===== src/rtl/ascon_pkg.sv =====
// Shared definitions for the Ascon finalization datapath: FSM states,
// rate-variant encodings, round-count constant and tag-mask helper.
package ascon_pkg;

    typedef enum logic [1:0] {
        ST_IDLE = 2'd0,
        ST_REQ  = 2'd1,
        ST_WAIT = 2'd2,
        ST_OUT  = 2'd3
    } fin_state_t;

    localparam int RATE_ASCON128  = 1;
    localparam int RATE_ASCON128A = 2;

    localparam logic [3:0] ASCON_P12 = 4'd12;

    // Ones in the upper tag_bits positions of a 128-bit word, zeros below.
    function automatic logic [127:0] tag_mask(input int tag_bits);
        logic [127:0] ones;
        ones = '1;
        return ones << (128 - tag_bits);
    endfunction

endpackage


===== src/rtl/ascon_tag_cmp.sv =====
// Masked tag comparator: XOR then full-width OR-reduce, so the result never
// depends on where (or whether) the first differing bit occurs.
module ascon_tag_cmp
    import ascon_pkg::*;
#(
    parameter int TAG_BITS = 128
) (
    input  logic [127:0] full,
    input  logic [127:0] expected,
    output logic         match
);

    localparam logic [127:0] MASK = tag_mask(TAG_BITS);

    assign match = ~|((full ^ expected) & MASK);

endmodule


===== src/rtl/ascon_final_tag_unit.sv =====
// Ascon AEAD finalization: key injection, p12 request, tag formation and
// constant-time tag verification.
module ascon_final_tag_unit
    import ascon_pkg::*;
#(
    parameter int RATE_WORDS = 2,
    parameter int TAG_BITS   = 128,
    parameter int P_ROUNDS   = 12
) (
    input  logic          clk,
    input  logic          rst_n,
    input  logic          start_valid_i,
    output logic          start_ready_o,
    input  logic          decrypt_i,
    input  logic          abort_i,
    input  logic [127:0]  key_i,
    input  logic [63:0]   x0_i,
    input  logic [63:0]   x1_i,
    input  logic [63:0]   x2_i,
    input  logic [63:0]   x3_i,
    input  logic [63:0]   x4_i,
    input  logic [127:0]  tag_exp_i,
    output logic          perm_valid_o,
    input  logic          perm_ready_i,
    output logic [3:0]    perm_rounds_o,
    output logic [63:0]   px0_o,
    output logic [63:0]   px1_o,
    output logic [63:0]   px2_o,
    output logic [63:0]   px3_o,
    output logic [63:0]   px4_o,
    input  logic          perm_done_i,
    input  logic [63:0]   px3_i,
    input  logic [63:0]   px4_i,
    output logic          tag_valid_o,
    input  logic          tag_ready_i,
    output logic [127:0]  tag_o,
    output logic          tag_ok_o,
    output logic          busy_o
);

    localparam logic [127:0] MASK   = tag_mask(TAG_BITS);
    localparam logic [3:0]   ROUNDS = 4'(P_ROUNDS);

    fin_state_t    state;
    fin_state_t    state_next;
    logic          accept;
    logic          capture;

    logic [63:0]   st0, st1, st2, st3, st4;
    logic [127:0]  key;
    logic [127:0]  tag_exp;
    logic          verify;

    logic [127:0]  full;
    logic          match;

    assign perm_rounds_o = ROUNDS;
    assign start_ready_o = (state == ST_IDLE);
    assign busy_o        = (state != ST_IDLE);

    // The permutation sees the latched state with the key folded into the
    // two words that follow the rate portion.
    always_comb begin
        px0_o = st0;
        px1_o = st1;
        px2_o = st2;
        px3_o = st3;
        px4_o = st4;
        if (RATE_WORDS == RATE_ASCON128) begin
            px1_o = st1 ^ key[127:64];
            px2_o = st2 ^ key[63:0];
        end else begin
            px2_o = st2 ^ key[127:64];
            px3_o = st3 ^ key[63:0];
        end
    end

    assign full = {px3_i ^ key[127:64], px4_i ^ key[63:0]};

    ascon_tag_cmp #(
        .TAG_BITS (TAG_BITS)
    ) u_cmp (
        .full     (full),
        .expected (tag_exp),
        .match    (match)
    );

    always_comb begin
        state_next = state;
        accept     = 1'b0;
        capture    = 1'b0;
        case (state)
            ST_IDLE: begin
                if (start_valid_i) begin
                    accept     = 1'b1;
                    state_next = ST_REQ;
                end
            end
            ST_REQ: begin
                if (perm_ready_i) state_next = ST_WAIT;
            end
            ST_WAIT: begin
                if (perm_done_i) begin
                    capture    = 1'b1;
                    state_next = ST_OUT;
                end
            end
            ST_OUT: begin
                if (tag_ready_i) state_next = ST_IDLE;
            end
            default: state_next = ST_IDLE;
        endcase
        // Abort overrides every handshake that happens in the same cycle.
        if (abort_i) begin
            state_next = ST_IDLE;
            accept     = 1'b0;
            capture    = 1'b0;
        end
    end

    always_ff @(posedge clk or negedge rst_n) begin
        if (!rst_n) begin
            state        <= ST_IDLE;
            perm_valid_o <= 1'b0;
            tag_valid_o  <= 1'b0;
            tag_o        <= '0;
            tag_ok_o     <= 1'b0;
            st0          <= '0;
            st1          <= '0;
            st2          <= '0;
            st3          <= '0;
            st4          <= '0;
            key          <= '0;
            tag_exp      <= '0;
            verify       <= 1'b0;
        end else begin
            state        <= state_next;
            perm_valid_o <= (state_next == ST_REQ);
            tag_valid_o  <= (state_next == ST_OUT);
            if (accept) begin
                st0     <= x0_i;
                st1     <= x1_i;
                st2     <= x2_i;
                st3     <= x3_i;
                st4     <= x4_i;
                key     <= key_i;
                tag_exp <= tag_exp_i;
                verify  <= decrypt_i;
            end
            // In verify mode the computed tag never leaves the unit.
            if (capture) begin
                tag_o    <= verify ? '0 : (full & MASK);
                tag_ok_o <= verify & match;
            end else if (state_next == ST_IDLE) begin
                tag_o    <= '0;
                tag_ok_o <= 1'b0;
            end
        end
    end

endmodule


===== config.mk =====
export PLATFORM = sky130hd
export DESIGN_NAME = ascon_final_tag_unit
export DESIGN_NICKNAME = d
export VERILOG_FILES = /design/src/rtl/ascon_pkg.sv /design/src/rtl/ascon_tag_cmp.sv /design/src/rtl/ascon_final_tag_unit.sv
export SDC_FILE = /design/constraint.sdc
export NUM_CORES = 1
export LEC_CHECK = 0
export CORE_AREA = 2 2 456 458
export DETAILED_ROUTE_END_ITERATION = 16
export DIE_AREA = 0 0 458 460
export HOLD_SLACK_MARGIN = 0.12
export PLACE_DENSITY = 0.41
export REMOVE_ABC_BUFFERS = 1
export SLEW_MARGIN = 20
export SYNTH_ARGS = -nofsm -noshare
export SYNTH_HDL_FRONTEND = slang
export SYNTH_SLANG_ARGS = --single-unit
export TNS_END_PERCENT = 10

===== constraint.sdc =====
create_clock -name clk -period 1.91 [get_ports clk]
set_clock_uncertainty 0.2 [all_clocks]
set_input_delay 0.382 -clock clk [delete_from_list [all_inputs] [get_ports clk]]
set_output_delay 0.382 -clock clk [all_outputs]
set_load 0.02 [all_outputs]

==> impl_metrics.yaml, run 1 <==
synthesis:
  avgSynthCellArea_um2: 15.27
  synthTopCellsByCount: "dfrtp_1, mux2_2, xor2_1, a22o_1, buf_2"
  synth_area_um2: 30010
  synth_edf_count: 0
  netlist_instances: 1965
  synth-main-ff-cell: "dfrtp_1"
  ys_seq_area_share_pct: 59.20
  synth_top_cell_by_area: "dfrtp_1"
  synth_cell_types: 34
  synth_top_area_share_pct: 59.20
  synth-async-reset-ratio_pct: 100.0
  yosys_warnings: 0
  yosysMostFrequentCell: "dfrtp_1"
  ys_seq_elements: 710
  synth.area.top_cells: "dfrtp_1, mux2_2, xor2_1"
detailed_routing:
  drc: 0
  first_pass_iters: 4
  viasPerCell: 3.617
  post_drt_wl_per_cell_um: 24.00
  drt_iter0_drc: 813
  dr_total_vias: 25041
  ant_nets: 0
  finalWirelength_mm: 166.2
global_routing:
  antenna_found_initial: 61
  grt-ovfl-total: 0
  top_usage_layer: "met2"
  grtUsageMet1_pct: 17.09
  use_met3_pct: 4.509
  grt_pass1_wl_mm: 219.7
  use_met2_pct: 26.30
  grt_pass1_vias: 27517
  grtUsageTotal_pct: 14.79
  grt_max_degree: 60
setup_path:
  path_cells: "xnor3_1, nand2_2, or4_4, nor4_4, nand4_1, o2bb2ai_2"
  cp_max_fo: 2
  cp_top_family: "simple AND/OR/NAND/NOR gates"
  worstSetupPathType: "reg2reg"
  max_stage_delay_ns: 0.58
  crit_slowest_cell: "or4_4"
  crit_arrival_ns: 3.21
  endpoint_kind: "register"
  crit_buf_inv: 0
  cp.required_ns: 2.36
  startpoint_type: "register"
job:
  drv_cap: 0
sta:
  fmax_mhz: 361.2
  max_slew_margin_pct: 57.20
  setup_viol: 1043
  rsz0062_at_grt: "true"
  hold_viol: 0
  slew_violations: 0
  fin_ws_ns: -0.8587
  finalSetupTns_ns: -395.03
  period_minus_slack_ns: 2.769
  worstMarginPinSlew_ns: 0.6373
  fin_crit_sh_pct: 145.0
cells_and_area:
  area_growth_pct: 99.14
  post-route-util_pct: 29.01
  nNetsFinal: 4843
  final_area_um2: 59760
  fillCellCount: 21163
  layout-drive-gt1-share_pct: 35.27
placed_design:
  place_ws_ns: -1.524
  dpl_cell_area_um2: 48330
  gp_congestion: 0.7967
  hpwl_mm: 125.8
  io_buffers: 1164
floorplanning:
  initial_core_util_pct: 14.57
  fp-row-count: 167
  die_h_um: 460
  core-area_um2: 206000
  ios: 1169
  dieArea_um2: 210700
  die_w_um: 458
cts:
  worstSkewPairLatency_ns: 0.71
  cts-root-buf: "clkbuf_16"
  cts.sinks: 710
  cts_tree: "yes"
  htree_levels: 3
  clk_path_buf_depth: 3
  cts_inserted_buffers: 95
  cts.clk_slew.worst_paths_ns: 0.06
outcome:
  violations: "setup timing"
  status: "finished with violations"
power_and_ir_drop:
  vdd_drop_max_uv: 822.1
  leakagePower_nw: 25.59
  pwr_density_cell_nw_per_um2: 1122
worst_hold_path:
  hp-class: "in2async"
[cells by family after synthesis]
logic type / synth area share, %
xor+xnor: 12.27
other cells: 0.02502
simple gates: 1.267
flops: 59.20
buf+inv: 1.622
compound gates: 3.957
mux: 21.65
[power by group]
group / internal [mW] / total (mW) / switching, mW / leakage [nW]
clock: 11.9 / 19.7 / 7.81 / 1.68
sequential: 18.3 / 20.9 / 2.58 / 8.63
combinational: 14.5 / 26.4 / 11.9 / 15.3
total: 44.7 / 67.0 / 22.3 / 25.6
[metrics by stage]
| stage | hold slack, ns | power (mW) | instances |
|---|---|---|---|
| global placement | 0.1218 | 44.89 | 6123 |
| CTS | 0.1228 | 67.09 | 6872 |
| floorplan | -0.1136 | 30.94 | 1871 |
| finish | 0.1965 | 67.03 | 6924 |
| global route | 0.1493 | 70.45 | 6920 |
| detailed placement | 0.1195 | 44.88 | 6123 |
[cell type report]
class	instances	area, um^2	area share, %
tap	2704	3383	5.661
antenna	12	30.03	0.05025
clock inverter	39	578.1	0.9673
sequential	710	17770	29.74
clock buffer	135	2819	4.717
inverter	4	15.01	0.02512
timing repair buffer	2163	22160	37.08
multi-input combinational	1157	13000	21.75
[final timing paths]
kind                             from          end  slack, ns  cells after the start
max in group asynchronous       rst_n  tag_exp[31]       0.79                      4
setup / recovery              key[27]     tag_ok_o      -0.86                      6
hold reg to reg            tag_o[119]   tag_o[119]       0.29                      1
min in group clk             x3_i[24]      st3[24]       0.21                      2
setup reg to reg              key[27]     tag_ok_o      -0.86                      6
hold / removal                  rst_n     tag_o[6]       0.20                      3
[state kept, by name (all words and copies together), names as in the netlist]
register and flops:
key 128, perm_valid_o 1, px0_o 64, px1_o 64
px4_o 64, st2 64, st3 64, state 2
tag_exp 128, tag_o 128, tag_ok_o 1, tag_valid_o 1
verify 1
[layout by cell type (no fill, tap or decap), types with 11 or more instances in the layout]
| cell type | instances |
|---|---|
| mux2_2 | 353 |
| buf_2 | 63 |
| clkbuf_8 | 27 |
| xnor3_1 | 24 |
| buf_12 | 83 |
| buf_6 | 147 |
| xor2_2 | 11 |
| a22o_1 | 112 |
| dfrtp_1 | 704 |
| diode_2 | 12 |
| clkbuf_16 | 123 |
| clkinv_2 | 16 |
| mux2_4 | 224 |
| buf_4 | 353 |
| clkbuf_1 | 12 |
| bufinv_16 | 12 |
| nand4_1 | 21 |
| xnor2_1 | 73 |
| xor2_1 | 261 |
| o2bb2ai_1 | 16 |
| dlygate4sd3_1 | 557 |
| clkdlybuf4s50_1 | 913 |
| buf_16 | 14 |
[worst reg2reg max path: cells and delay by family (launching register included)]
kind | cells | cell delay [ns]
AOI/OAI and AO/OA | 1 | 0.19
DFF | 1 | 0.39
and+or+nand+nor | 4 | 1.53
xor gates and xnor gates | 1 | 0.38
[metal layers]
| metal | up-vias | wire [um] |
|---|---|---|
| met5 | - | 40 |
| met4 | 6 | 3959 |
| met3 | 231 | 11680 |
| met2 | 936 | 84340 |
| met1 | 12551 | 66150 |
| li1 | 11317 | - |
[repair_timing]
item | 4_1_cts | 5_1_grt
buffers inserted | 31 | 11
endpoints found under the hold margin | 1266 | 0
hold buffers | 558 | 0
pin swaps | 28 | 18
gates cloned | 3 | 34
endpoints found under the setup margin | 1159 | 1161
resized for setup | 690 | 619
(Power assumes the default switching activity.)
==> inputs of run 2 (changes only) <==
--- a/config.mk
+++ b/config.mk
@@ -5,14 +5,15 @@
 export SDC_FILE = /design/constraint.sdc
 export NUM_CORES = 1
 export LEC_CHECK = 0
-export CORE_AREA = 2 2 456 458
+export CORE_AREA = 2 2 457 459
 export DETAILED_ROUTE_END_ITERATION = 16
-export DIE_AREA = 0 0 458 460
+export DIE_AREA = 0 0 459 461
 export HOLD_SLACK_MARGIN = 0.12
 export PLACE_DENSITY = 0.41
 export REMOVE_ABC_BUFFERS = 1
 export SLEW_MARGIN = 20
 export SYNTH_ARGS = -nofsm -noshare
 export SYNTH_HDL_FRONTEND = slang
+export SYNTH_HIERARCHICAL = 1
 export SYNTH_SLANG_ARGS = --single-unit
 export TNS_END_PERCENT = 10
==> impl_metrics.yaml, run 2 <==
setup_path:
  cp.required_ns: 2.33
  endpoint_kind: "register"
  crit_start: "key[70]"
  crit_arrival_ns: 3.20
  startpoint_type: "register"
  reg2reg_slack_ns: -0.86
  reg2reg_to: "tag_ok_o"
  r2r_cells: 10
  cp_max_fo: 2
  worstSetupPathType: "reg2reg"
  worstReg2RegStart: "key[70]"
sta:
  hold_viol: 0
  fin_hold_ws_ns: 0.2025
  slew_violations: 0
  rsz0062_at_grt: "true"
  finalSetupTns_ns: -276.62
  fin_ws_ns: -0.8640
  period_minus_slack_ns: 2.774
  setup_viol: 947
  fin_crit_sh_pct: 145.2
  max_slew_margin_pct: 57.50
  fmax_mhz: 360.5
  worstMarginPinSlew_ns: 0.6375
cells_and_area:
  area_growth_pct: 91.11
  layout_commonest_cell: "clkdlybuf4s50_1"
  layout-drive-gt1-share_pct: 35.95
  nNetsFinal: 4776
  fillCellCount: 21513
  reg.largest.list: "key: 128 flops, tag_exp: 128 flops, tag_o: 128 flops"
  multiInputGateArea_um2: 12130
  final_cell_mix: "clkdlybuf4s50_1, dfrtp_1, dlygate4sd3_1"
  final_area_um2: 57430
  seqCellArea_um2: 17790
synthesis:
  synth-xor-area-share_pct: 11.19
  ys_seq_elements: 710
  ys_seq_area_share_pct: 59.12
  netlist_instances: 1980
  synth_top_family_by_area: "multiplexers"
  synth.area.top_cells: "dfrtp_1, mux2_2, xor2_1"
  synth-main-ff-cell: "dfrtp_1"
  muxShareOfSynthArea_pct: 21.63
  synth_top_cell_by_area: "dfrtp_1"
  synthTopCellsByCount: "dfrtp_1, mux2_2, xor2_1, a32o_1, xnor2_1"
  synthAdderAreaFrac_pct: 0
  synth_cell_types: 30
  synth_top_area_share_pct: 59.12
  synth-simple-area-share_pct: 1.187
  synth-async-reset-ratio_pct: 100.0
  synth-compound-area-share_pct: 4.397
  yosys_warnings: 6
  synth_edf_count: 0
  synth_area_um2: 30050
  avgSynthCellArea_um2: 15.18
  yosysMostFrequentCell: "dfrtp_1"
cts:
  worstSkewPairLatency_ns: 0.70
  cts.sinks: 710
  cts_inserted_buffers: 96
  clk_path_buf_depth: 3
  cts.clk_slew.worst_paths_ns: 0.06
  htree_levels: 3
  cts_tree: "yes"
  cts-root-buf: "clkbuf_16"
global_routing:
  grtUsageTotal_pct: 14.37
  grt-ovfl-total: 0
  grt_pass1_wl_mm: 216.3
  grt_pass1_vias: 27699
  antenna_found_initial: 48
  grt_max_degree: 93
detailed_routing:
  dr_total_vias: 24701
  drt_iter0_drc: 785
  finalWirelength_mm: 156.1
  post_drt_wl_per_cell_um: 22.75
  ant_nets: 0
  first_pass_iters: 4
  viasPerCell: 3.600
  drc: 0
floorplanning:
  fp-row-count: 167
  die_h_um: 461
  die_w_um: 459
  dieArea_um2: 211600
  ios: 1169
  initial_core_util_pct: 14.56
  core-area_um2: 206400
placed_design:
  dpl_cell_area_um2: 47910
  gp_congestion: 0.8026
  hpwl_mm: 124.3
  place_ws_ns: -2.157
  io_buffers: 1164
worst_hold_path:
  worstHoldStart: "key_i[42]"
  hp-class: "in2reg"
  hold-path-endpoint: "key[42]"
  hold_depth: 2
power_and_ir_drop:
  pwr_density_cell_nw_per_um2: 1112
  leakagePower_nw: 23.84
  p_total_mw: 63.87
  vdd_drop_max_uv: 960.5
outcome:
  status: "finished with violations"
  violations: "setup timing"
job:
  drv_cap: 0
[run 2: per-stage QoR]
stage,utilization (%),cells
2_1_floorplan,-,1871
3_3_place_gp,23.21,6107
6_report,27.82,6862
4_1_cts,27.65,6822
3_5_place_dp,23.21,6107
5_1_grt,27.80,6849
[run 2: final cells by class]
class                   count  area share (%)
diodes                     22         0.09586
clock buffers             146           4.913
clock inverters            24          0.5251
inverters                   5         0.04140
multi-input cells        1156           21.11
flip-flops and latches    710           30.98
well taps                2704           5.891
repair buffers           2095           36.44
[run 2: worst max path at each step]
stage / slack, ns / endpoint
floorplan: -33.16 / key[0]
global placement: -2.19 / tag_ok_o
detailed placement: -2.16 / tag_ok_o
CTS: -1.01 / tag_ok_o
global route: -1.01 / tag_ok_o
finish: -0.86 / tag_ok_o
[run 2: kinds of logic (layout without fill, tap and decap cells)]
family | after synthesis | count (layout)
flops | 710 | 710
mux | 577 | 577
xor+xnor | 384 | 384
compound gates | 133 | 133
buf+inv | 116 | 2270
simple gates | 58 | 58
other cells | 2 | 26
[run 2: per-layer routing]
layer	global-route usage (%)	wire (um)	vias to the layer above
met5	0	69	-
met4	3.568	3680	12
met3	5.392	13750	196
met2	25.50	78740	889
met1	16.11	59850	12333
li1	-	-	11271
[run 2: where the power goes]
part	switching (mW)	total [mW]	internal, mW
logic	11.5	24.7	13.3
clock network	7.44	18.1	10.7
registers	2.68	21.0	18.3
total	21.6	63.9	42.3
[run 2: what timing repair did]
item / CTS / global route
endpoints found under the hold margin: 1251 / 0
hold buffers: 542 / 0
gates cloned: 0 / 0
buffers inserted: 19 / 20
pin swaps: 26 / 13
gates resized for setup: 869 / 916
setup endpoints to repair: 1158 / 1159
[run 2: critical path, cell delays in order, from the launching register on]
cell      delay [ns]
dfrtp_1         0.42
xor2_1          0.18
buf_4           0.17
xnor2_4         0.14
nand4_1         0.21
nor4_4          0.48
buf_4           0.18
nand4_1         0.24
nor2_1          0.22
nand2_1         0.08
a211oi_2        0.17
==> edit (flow settings as in run 1) <==
Encoding of `fin_state_t`: now one-hot (4 bits for 4 states).
--- a/src/rtl/ascon_pkg.sv
+++ b/src/rtl/ascon_pkg.sv
@@ -3,9 +3,9 @@
 package ascon_pkg;
 
-    typedef enum logic [1:0] {
-        ST_IDLE = 2'd0,
-        ST_REQ  = 2'd1,
-        ST_WAIT = 2'd2,
-        ST_OUT  = 2'd3
+    typedef enum logic [3:0] {
+        ST_IDLE = 4'b0001,
+        ST_REQ  = 4'b0010,
+        ST_WAIT = 4'b0100,
+        ST_OUT  = 4'b1000
     } fin_state_t;
 
Function: no difference found for any inputs over 4 cycles, from zero or initial values and one cycle with rst_n low; so few cycles prove little.
==> edit against run 1 <==
The run still ends with setup timing left. Critical path depth grew 2. Design area shrank 1.4%. Total power shrank 6.4%. Count of clock-buffer cells in the layout grew 11. Fmax grew 3.5%. Sequential cell count grew 2. Area after synthesis shrank 0.60%. Final cell count grew 1.1%. Setup slack gained 0.093 ns. Non-clock buffer count grew 3. Routed wire length grew 1.6%. Critical path type unchanged. Critical endpoint unchanged. Highest routed layer unchanged.
==> edit: results (changes against run 1) <==
final number of setup-violating endpoints: 988 (was 1043)
Area contributors post-synth: sky130_fd_sc_hd__dfrtp_1, sky130_fd_sc_hd__mux2_1, sky130_fd_sc_hd__xor2_1, sky130_fd_sc_hd__xnor2_1, sky130_fd_sc_hd__a22o_1 (was sky130_fd_sc_hd__dfrtp_1, sky130_fd_sc_hd__mux2_2, sky130_fd_sc_hd__xor2_1, sky130_fd_sc_hd__a22o_1, sky130_fd_sc_hd__xnor2_1)
last weighted congestion value of the routability-driven placer: 0.800 (was 0.797)
registers with the highest flip-flop counts: key (128), tag_exp (128), tag_o (128) (unchanged)
port bufs: 1164 (unchanged)
clock latency on the worst-skew pair: 0.73 ns (was 0.71 ns)
via/cell ratio: 3.62 (about the same)
data arrival time of the critical path: 3.12 ns (was 3.21 ns)
violated checks: setup timing (unchanged)
clock slew at the register clock pins of the worst setup and hold paths: 0.06 ns (about the same)
number of buffers on the longest clock path: 3 (unchanged)
number of DRC violations after detailed-routing iteration 0: 945 (was 813)
worst ir drop on vdd: 0.747 mV (was 0.822 mV)
CTS buffer count: 95 (unchanged)
prevailing post-synth register cell: sky130_fd_sc_hd__dfrtp_1 (unchanged)
length of the first detailed-routing pass in iterations: 6 (was 4)
result of the run: finished with violations (unchanged)
class of the worst hold path: input port to flip-flop (was input port to async pin)
mux contribution to synthesized area: 21.7% (about the same)
pin count of the biggest net entering global routing: 71 (was 60)
number of global-route vias before repair: 27.6k (was 27.5k)
XOR/XNOR Fraction of Synth Area: 9.95% (was 12.3%)
total routed wirelength: 169000 um (was 166000 um)
final worst setup slack: -0.766 ns (was -0.859 ns)
Synth async-reset ratio: 100% (unchanged)
share of final-layout standard cells stronger than drive strength 1: 26.5% (was 35.3%)
post-synthesis share of cell area spent on full adders, half adders and majority gates: 0% (unchanged)
Static Leakage: 25.1 nW (was 25.6 nW)
cell total after placement: 6202 (was 6123)
global-route wire length before repair: 224000 um (was 220000 um)
slew at the pin with the worst max-slew slack: 0.708 ns (was 0.637 ns)
Unique masters post-synth: 42 (was 34)
post-synthesis instance total: 2042 (was 1965)
global router's overall resource usage: 15.2% (was 14.8%)
number of antenna violations at the first check in global routing: 59 (was 61)
count of nets after finishing: 4922 (was 4843)
post-detail-place hpwl: 132000 um (was 126000 um)
routed len/inst: 24.1 um (was 24.0 um)
yosys synthesis warning count: 0 (unchanged)
sequential element share of the synthesized area: 59.7% (was 59.2%)
complex-gate fraction of the synthesized area: 4.38% (was 3.96%)
most instantiated cells after synthesis: sky130_fd_sc_hd__dfrtp_1, sky130_fd_sc_hd__mux2_1, sky130_fd_sc_hd__xor2_1, sky130_fd_sc_hd__xnor2_1, sky130_fd_sc_hd__a22o_1 (was sky130_fd_sc_hd__dfrtp_1, sky130_fd_sc_hd__mux2_2, sky130_fd_sc_hd__xor2_1, sky130_fd_sc_hd__a22o_1, sky130_fd_sc_hd__buf_2)
depth of the CTS H-tree: 3 (unchanged)
Clk Tree Root Cell: sky130_fd_sc_hd__clkbuf_16 (unchanged)
crit-path max FO: 2 (unchanged)
==> edit: cell types whose count changed in the layout (fill, tap and decap cells not counted), sizes merged, moves of 33 or more <==
cell	change
clkdlybuf4s50	-77
xor2	-53
buf	+45
a22o	-34
o21ai	+57
nand2	+62
xnor2	+33
==> edit: cell families after synthesis <==
group                  count (synthesis)
flip-flops                           712
buffers and inverters                103
XOR/XNOR                             338
multiplexers                         576
AO/OA/AOI/OAI                        183
other                                  2
AND/OR/NAND/NOR                      128
==> edit: metal layers <==
metal	wire length, um	GRT usage, %	part of all wire [%]	vias to the layer above
met3	11800	4.64	7.0	223
li1	-	-	-	11544
met1	69400	18.0	41	12643
met5	149	0	0.088	-
met4	3850	3.65	2.3	20
met2	83600	26.7	50	929
==> edit: cell type report <==
type / count / area (um^2)
fillers: 21354 / 147000
clock inverters: 23 / 425
multi-input cells: 1229 / 12500
well taps: 2704 / 3380
flip-flops and latches: 712 / 17800
repair buffers: 2166 / 21900
clock buffers: 146 / 2770
diodes: 15 / 37.5
inverters: 6 / 27.5
==> edit: worst paths after layout <==
path                       startpoint         end  cells after the start
max reg2reg                   key[18]    tag_ok_o                      8
min in group asynchronous       rst_n   px1_o[29]                      3
max                           key[18]    tag_ok_o                      8
min reg2reg                tag_o[100]  tag_o[100]                      2
min                          x3_i[25]     st3[25]                      2
max in group asynchronous       rst_n   px4_o[58]                      3
==> edit: power breakdown <==
group,internal (mW),switching [mW],total [mW]
clock,11.1,7.56,18.6
sequential,18.1,2.52,20.6
combinational,12.4,11.1,23.5
==> edit: repair_timing <==
action / in CTS / in global routing
gates cloned: 0 / 32
resized for setup: 856 / 648
hold endpoints to repair: 1272 / 0
pin swaps: 19 / 17
hold buffers: 563 / 0
setup endpoints to repair: 1159 / 1159
buffers inserted: 19 / 13
==> edit: stage by stage <==
stage                     TNS [ns]  setup WS (ns)  utilization (%)  cell area, um^2  hold slack (ns)
after floorplan                  -         -64.33                -            29200           -0.114
after detailed placement   -577.37          -1.89             23.3            48000            0.126
after global placement     -587.05          -1.86             23.3            48000            0.129
after CTS                  -492.38         -0.930             27.9            57400            0.121
final                      -309.59         -0.766             28.6            58900            0.191
after global routing       -430.12         -0.895             28.6            58900            0.150
==> edit: critical path, cell delays in order (launching register included) <==
cell	delay [ns]
sky130_fd_sc_hd__dfrtp_1	0.43
sky130_fd_sc_hd__xor2_1	0.20
sky130_fd_sc_hd__xor2_1	0.15
sky130_fd_sc_hd__or4_1	0.67
sky130_fd_sc_hd__nor4_2	0.29
sky130_fd_sc_hd__buf_4	0.17
sky130_fd_sc_hd__and4_4	0.24
sky130_fd_sc_hd__nand4_1	0.10
sky130_fd_sc_hd__o21ai_1	0.14
